## config.mk

```make
export PLATFORM = sky130hd
export DESIGN_NAME = alu_op_sequencer
export DESIGN_NICKNAME = d
export VERILOG_FILES = /design/src/rtl/alu_pkg.sv /design/src/rtl/seq_regfile.sv /design/src/rtl/alu_op_sequencer.sv
export SDC_FILE = /design/constraint.sdc
export NUM_CORES = 1
export LEC_CHECK = 0
export CAP_MARGIN = 20
export CORE_ASPECT_RATIO = 2
export CORE_MARGIN = 2
export CORE_UTILIZATION = 30
export DETAILED_ROUTE_END_ITERATION = 8
export SYNTH_ARGS = -nofsm -noshare
export SYNTH_HDL_FRONTEND = slang
export SYNTH_SLANG_ARGS = --single-unit
```

## constraint.sdc

```tcl
create_clock -name clk -period 2.8 [get_ports clk]
set_clock_uncertainty 0.1 [all_clocks]
set_input_delay 0.84 -clock clk [delete_from_list [all_inputs] [get_ports clk]]
set_output_delay 0.84 -clock clk [all_outputs]
set_load 0.1 [all_outputs]
```

## src/rtl/alu_pkg.sv

```systemverilog
// Shared opcode and FSM state definitions for the ALU op sequencer.
// Opcode values match the ALU encoding; LOADI reuses the spare code 3'b111.
package alu_pkg;

    localparam logic [2:0] OP_MOV   = 3'd0;
    localparam logic [2:0] OP_NOT   = 3'd1;
    localparam logic [2:0] OP_ADD   = 3'd2;
    localparam logic [2:0] OP_SUB   = 3'd3;
    localparam logic [2:0] OP_OR    = 3'd4;
    localparam logic [2:0] OP_AND   = 3'd5;
    localparam logic [2:0] OP_SLT   = 3'd6;
    localparam logic [2:0] OP_LOADI = 3'd7;

    typedef enum logic [1:0] {
        S_IDLE = 2'd0,
        S_READ = 2'd1,
        S_EXEC = 2'd2,
        S_WB   = 2'd3
    } state_t;

endpackage

```

## src/rtl/seq_regfile.sv

```systemverilog
// NREGS x N register file: one write port, three combinational reads.
// Every entry, including r0, is an ordinary writable register.
import alu_pkg::*;

module seq_regfile #(
    parameter int N     = 8,
    parameter int NREGS = 8,
    parameter int AW    = 3
) (
    input  logic          clk,
    input  logic          rst_n,
    input  logic          we,
    input  logic [AW-1:0] waddr,
    input  logic [N-1:0]  wdata,
    input  logic [AW-1:0] raddr1,
    input  logic [AW-1:0] raddr2,
    input  logic [AW-1:0] dbg_addr,
    output logic [N-1:0]  rdata1,
    output logic [N-1:0]  rdata2,
    output logic [N-1:0]  dbg_data
);

    logic [N-1:0] mem [NREGS];

    always_ff @(posedge clk or negedge rst_n) begin
        if (!rst_n) begin
            for (int i = 0; i < NREGS; i++) begin
                mem[i] <= '0;
            end
        end else if (we) begin
            mem[waddr] <= wdata;
        end
    end

    assign rdata1   = mem[raddr1];
    assign rdata2   = mem[raddr2];
    assign dbg_data = mem[dbg_addr];

endmodule

```

## src/rtl/alu_op_sequencer.sv

```systemverilog
// Four-cycle IDLE/READ/EXEC/WB controller around an external shared ALU.
// ALU operands and opcode are registered so nothing from in_* reaches alu_*.
import alu_pkg::*;

module alu_op_sequencer #(
    parameter int N     = 8,
    parameter int NREGS = 8,
    parameter int AW    = 3
) (
    input  logic          clk,
    input  logic          rst_n,
    input  logic          in_valid,
    output logic          in_ready,
    input  logic [2:0]    in_op,
    input  logic [AW-1:0] in_rd,
    input  logic [AW-1:0] in_rs1,
    input  logic [AW-1:0] in_rs2,
    input  logic [N-1:0]  in_imm,
    output logic [N-1:0]  alu_R2,
    output logic [N-1:0]  alu_R3,
    output logic [2:0]    alu_op,
    input  logic [N-1:0]  alu_R1,
    input  logic          alu_c_out,
    input  logic          alu_c_out2,
    output logic          busy,
    output logic          done,
    output logic [N-1:0]  done_data,
    output logic          done_carry,
    input  logic [AW-1:0] dbg_addr,
    output logic [N-1:0]  dbg_data
);

    state_t        state;
    state_t        state_n;
    logic [2:0]    op_q;
    logic [AW-1:0] rd_q;
    logic [AW-1:0] rs1_q;
    logic [AW-1:0] rs2_q;
    logic [N-1:0]  imm_q;
    logic [N-1:0]  rdata1;
    logic [N-1:0]  rdata2;
    logic          accept;
    logic          we;

    assign accept = in_valid && in_ready;

    always_ff @(posedge clk or negedge rst_n) begin
        if (!rst_n) begin
            state <= S_IDLE;
        end else begin
            state <= state_n;
        end
    end

    always_comb begin
        state_n  = state;
        in_ready = 1'b0;
        busy     = 1'b1;
        done     = 1'b0;
        we       = 1'b0;
        unique case (state)
            S_IDLE: begin
                in_ready = 1'b1;
                busy     = 1'b0;
                if (in_valid) begin
                    state_n = S_READ;
                end
            end
            S_READ: state_n = S_EXEC;
            S_EXEC: state_n = S_WB;
            S_WB: begin
                done    = 1'b1;
                we      = 1'b1;
                state_n = S_IDLE;
            end
            default: state_n = S_IDLE;
        endcase
    end

    always_ff @(posedge clk or negedge rst_n) begin
        if (!rst_n) begin
            op_q  <= OP_MOV;
            rd_q  <= '0;
            rs1_q <= '0;
            rs2_q <= '0;
            imm_q <= '0;
        end else if (accept) begin
            op_q  <= in_op;
            rd_q  <= in_rd;
            rs1_q <= in_rs1;
            rs2_q <= in_rs2;
            imm_q <= in_imm;
        end
    end

    // LOADI never uses the ALU result, so park the ALU on MOV.
    always_ff @(posedge clk or negedge rst_n) begin
        if (!rst_n) begin
            alu_R2 <= '0;
            alu_R3 <= '0;
            alu_op <= OP_MOV;
        end else if (state == S_READ) begin
            alu_R2 <= rdata1;
            alu_R3 <= rdata2;
            alu_op <= (op_q == OP_LOADI) ? OP_MOV : op_q;
        end
    end

    // done_data doubles as the write-back value and is visible during WB.
    always_ff @(posedge clk or negedge rst_n) begin
        if (!rst_n) begin
            done_data  <= '0;
            done_carry <= 1'b0;
        end else if (state == S_EXEC) begin
            done_data  <= (op_q == OP_LOADI) ? imm_q : alu_R1;
            done_carry <= (op_q == OP_ADD) ? alu_c_out :
                          (op_q == OP_SUB) ? alu_c_out2 : 1'b0;
        end
    end

    seq_regfile #(
        .N     (N),
        .NREGS (NREGS),
        .AW    (AW)
    ) u_regfile (
        .clk      (clk),
        .rst_n    (rst_n),
        .we       (we),
        .waddr    (rd_q),
        .wdata    (done_data),
        .raddr1   (rs1_q),
        .raddr2   (rs2_q),
        .dbg_addr (dbg_addr),
        .rdata1   (rdata1),
        .rdata2   (rdata2),
        .dbg_data (dbg_data)
    );

endmodule

```

# Word-level counts from Yosys, hierarchy flattened
# Cells that the tools add are included.
# W data, S select, Z words.
totals:
  ff_bits: 114
  in_bits: 36
  output_inout_bits: 39
  elab_cells: 59
op_classes:
  magnitude_cmp: 5
  n_eq_ne: 7
  mux: 21
  bitwise_logic: 4
  n_reduce_logical: 3
ops:
  columns: ["cell", "n"]
  rows:
  - ["$bmux W8 S3", 3]
  - ["$bwmux W64", 1]
  - ["$mux W8", 8]
  - ["$demux W8 S3", 1]
  - ["$ge A4 B4 Y1 const B", 4]
  - ["$not A3 Y4", 4]
  - ["$pmux W2 S4", 1]
  - ["$eq A3 B2 Y1 const B", 2]
  - ["$mux W1", 5]
  - ["$eq A2 B2 Y1 const B", 2]
  - ["$lt A4 B1 Y1 const B", 1]
  - ["$eq A3 B3 Y1 const B", 1]
  - ["$mux W3", 1]
  - ["$eq A2 B1 Y1 const B", 1]
  - ["$logic_and A1 B1 Y1", 2]
  - ["$logic_not A2 Y1", 1]
  - ["$mux W2", 1]
  - ["$ne A2 B2 Y1 const B", 1]

# Longest topological paths before layout
logic_depth:
  word_depth: 6
  ltp_mapped: 6
  ltp_nobuf: 5

# Hierarchy
# A second synthesis with hierarchy kept.
unflattened:
  hier_cells: 384
  hier_area_um2: 6109.6
modules_own_cells:
  columns: ["module", "instances", "cells_each", "area_each_um2", "seq_area_each_um2"]
  rows:
  - ["seq_regfile", 1, 230, 4078.9, 1601.5]
  - ["alu_op_sequencer", 1, 154, 2030.7, 1251.2]

# Worst setup path after synthesis
# OpenSTA, ideal clock, no wires.
synth_timing:
  path_type: "input -> output"
  from: "input dbg_addr[0]"
  to: "output dbg_data[1]"
  arrival_time_ns: 2.098
  required_time_ns: 1.860
  path_slack_ns: -0.238
  cell_stages: 4
  n_path_buf: 2
  path_cell_list: "buf_6 buf_12 mux4_1 mux2_2"
synth_via:
  elab_chain_len: 4
synth_rtl:
  columns: ["element", "line", "source"]
  rows:
  - ["start: declaration", "alu_op_sequencer.sv:29", "input logic [AW-1:0] dbg_addr,"]
  - ["$not A3 Y4 (not written as such)", "seq_regfile.sv:37", "assign dbg_data = mem[dbg_addr];"]
  - ["$bmux W8 S3", "seq_regfile.sv:37", null]
  - ["$mux W8 (not written as such) (2 in a row)", "seq_regfile.sv:37", null]
  - ["end: declaration", "alu_op_sequencer.sv:30", "output logic [N-1:0] dbg_data"]
# No other way between the ends. The select of a mux whose other input is x is not followed.

# Worst setup path after layout
layout_timing:
  from: "input dbg_addr[0]"
  to: "output dbg_data[2]"
# The elaborated chain is that of the path after synthesis.

==> flow_summary.toml <==
[timing]
hold_viol_final = 0
min_period_ns = 3.00
setup_viol = 8
tightest_slew_ns = 0.752
max_freq_mhz = 333
setup_tns_ns = -1.47
grt_setup_unrepaired = "yes"
maxSlewHeadroom_pct = 49.8
layout_setup_ws_ns = -0.204
slew_violations = 0
timing.final.crit_share_pct = 107

[clock_tree]
clk_latency_ns = 0.41
clk_path_buf_depth = 2
clock_sinks = 114
cts_root_buffer = "clkbuf_16"
cts_hold_buf = 0
cts-buffers-inserted = 17
cts_tree = "yes"
post_cts_buffers = 0
clk_pin_slew_worst_paths_ns = 0.05
h-tree-depth = 4

[setup_path]
path_class = "input pin to output port"
slowest_delay_ns = 0.49
cp_num_buf_inv = 3
cp_max_fo = 8
crit_family = "multiplexers"
reg2reg_from = "state[1]"
cp_slowest_cell = "mux4_2"
start_kind = "input pin"
worst-r2r-setup-slack_ns = 0.58
crit_arrival_ns = 2.06
worst_r2r_endpoint = "u_regfile.mem[26]"
crit_required_ns = 1.86
cp_cell_sequence = "buf_12, buf_12, mux4_2, mux2_4, buf_12"
critPathCaptureType = "output port"
r2r_cells = 4
crit_path_frequent_cell = "buf_12"

[floorplan]
die_w_um = 105
rows = 74
core-area_mm2 = 0.0203
dieArea_mm2 = 0.0217
ios = 75
die_h_um = 206
start_util_pct = 30.3

[cells_and_area]
fin_util_pct = 39.4
areaGrowthSynthToFinish_pct = 30.2
finalNetCount = 595
n_fill_cell = 1923
drive_gt1_share_pct = 37.9
n_antenna_cell = 0

[global_route]
grt_usage_pct = 18.5
grt-ovfl-total = 0
antenna_found_initial = 0
grt_pass1_vias = 4732
grt_max_degree = 41
grt_pass1_wl_um = 29000

[logic_synthesis]
netlist_instances = 468
avgSynthCellArea_um2 = 13.1
seq_area_frac_synth_pct = 46.5
synth.ff_latch_count = 114
synthArstFlopShare_pct = 100
mappedNetlistArea_mm2 = 0.00614
ys_warn_count = 0
synth_ff_type = "dfrtp_1"
synth_edf_count = 0
ys_types = 31
syn-num-nets = 509

[placed_design]
dp_hpwl_um = 14200
dp_worst_setup_slack_ns = -0.745
io_buffers = 74
place_congestion = 0.906

[status]
failed_checks = "setup timing"
status = "finished, violations left"

[drt]
wl_um = 19400
drt_iter0_markers = 214
antenna_left = 0
wl_per_cell_um = 23.4
viasPerCell = 5.29
dr.pass1.iters = 5
drc = 0
via_count = 4398

[job]
max_cap_viol_count = 0

[worst_hold_path]
holdCritPathClass = "input pin to asynchronous set/reset pin"
## cell families (layout without fill, tap and decap cells)
logic type | count (synthesis) | in the layout | share of synthesized area [%]
muxes | 166 | 166 | 33.1
AOI/OAI and AO/OA | 61 | 61 | 7.97
DFF | 114 | 114 | 46.5
buffers and inverters | 41 | 138 | 3.26
adders and majority gates | 5 | 5 | 1.02
and+or+nand+nor | 81 | 81 | 8.13
## worst register-to-register path, delay by kind of cell (launching register included)
family        cells  cell delay [ns]
simple gates      2             0.80
mux               1             0.42
fa+ha+maj         1             0.40
flops             1             0.39
## repair_timing
action / in CTS / in global routing
resized for setup: 26 / 0
endpoints found under the setup margin: 8 / 8
cloned: 2 / 0
endpoints found under the hold margin: 0 / 0
## how the worst max path moves through the flow
stage | to | depth (start not counted) | start
after detailed placement | dbg_data[2] | 5 | dbg_addr[0]
after global routing | dbg_data[2] | 5 | dbg_addr[0]
final | dbg_data[2] | 5 | dbg_addr[0]
after CTS | dbg_data[2] | 5 | dbg_addr[0]
after floorplan | dbg_data[1] | 4 | dbg_addr[0]
after global placement | dbg_data[2] | 5 | dbg_addr[0]
## sequential cells by signal (all words and copies together), names as in the netlist
| register | flops |
|---|---|
| alu_R2 | 8 |
| state | 2 |
| rd_q | 3 |
| u_regfile.mem | 64 |
| imm_q | 8 |
| done_data | 8 |
| alu_op | 3 |
| rs2_q | 3 |
| op_q | 3 |
| done_carry | 1 |
| rs1_q | 3 |
| alu_R3 | 8 |
## final cells by class
type	instances	area [um2]	area share [%]
Clock buffer	20	467	5.84
Clock inverter	10	158	1.97
Inverter	7	26.3	0.329
Multi-Input combinational cell	313	3060	38.3
Sequential cell	114	2850	35.7
Tap cell	266	333	4.16
Timing Repair Buffer	101	1090	13.7
## routing by layer
metal	part of all wire, %	vias up	global-route usage, %
met2	56	159	34.8
li1	-	1928	-
met1	33	2252	17.6
met3	3.4	59	3.09
met4	7.3	0	14.0
met5	0	-	0
## synthesized netlist by cell type, drive strengths merged (2+ instances only)
cell | count | share of area (%)
nand2 | 4 | 0.24
nor2b | 35 | 3.6
dfrtp | 114 | 46
a22oi | 16 | 2.0
nor3b | 2 | 0.61
o21ai | 3 | 0.24
mux2i | 57 | 9.3
inv | 7 | 0.43
mux2 | 93 | 17
nor2 | 10 | 0.61
a21oi | 9 | 0.73
nand3 | 20 | 1.6
a211o | 16 | 2.3
buf | 22 | 2.1
mux4 | 16 | 6.8
clkbuf | 12 | 0.73
a41o | 16 | 2.6
ha | 5 | 1.0
nand4b | 3 | 0.43
nor3 | 3 | 0.51
nand2b | 3 | 0.43
## through the flow
step           hold WS, ns  cells  instance area, um2
6_report             0.298    831                7990
5_1_grt              0.336    831                7990
4_1_cts              0.317    831                7990
3_5_place_dp         0.394    799                7350
3_3_place_gp         0.389    799                7350
2_1_floorplan        0.379    468                6170
## layout by cell type (no fill, tap or decap), types with 7 or more instances in the layout
master and n:
a22oi_1 16, nor2b_1 35, mux2i_1 57, mux2_2 85
a21oi_1 9, a211o_1 16, mux4_2 16, nor2_1 10
nand3_1 20, buf_4 49, a41o_1 16, inv_1 7
mux2_4 8, dfrtp_1 114, clkbuf_16 17, buf_12 17
clkdlybuf4s50_1 32
Power is not shown: default switching activity piles up to over one toggle a cycle in this logic, so the estimate is an artifact.
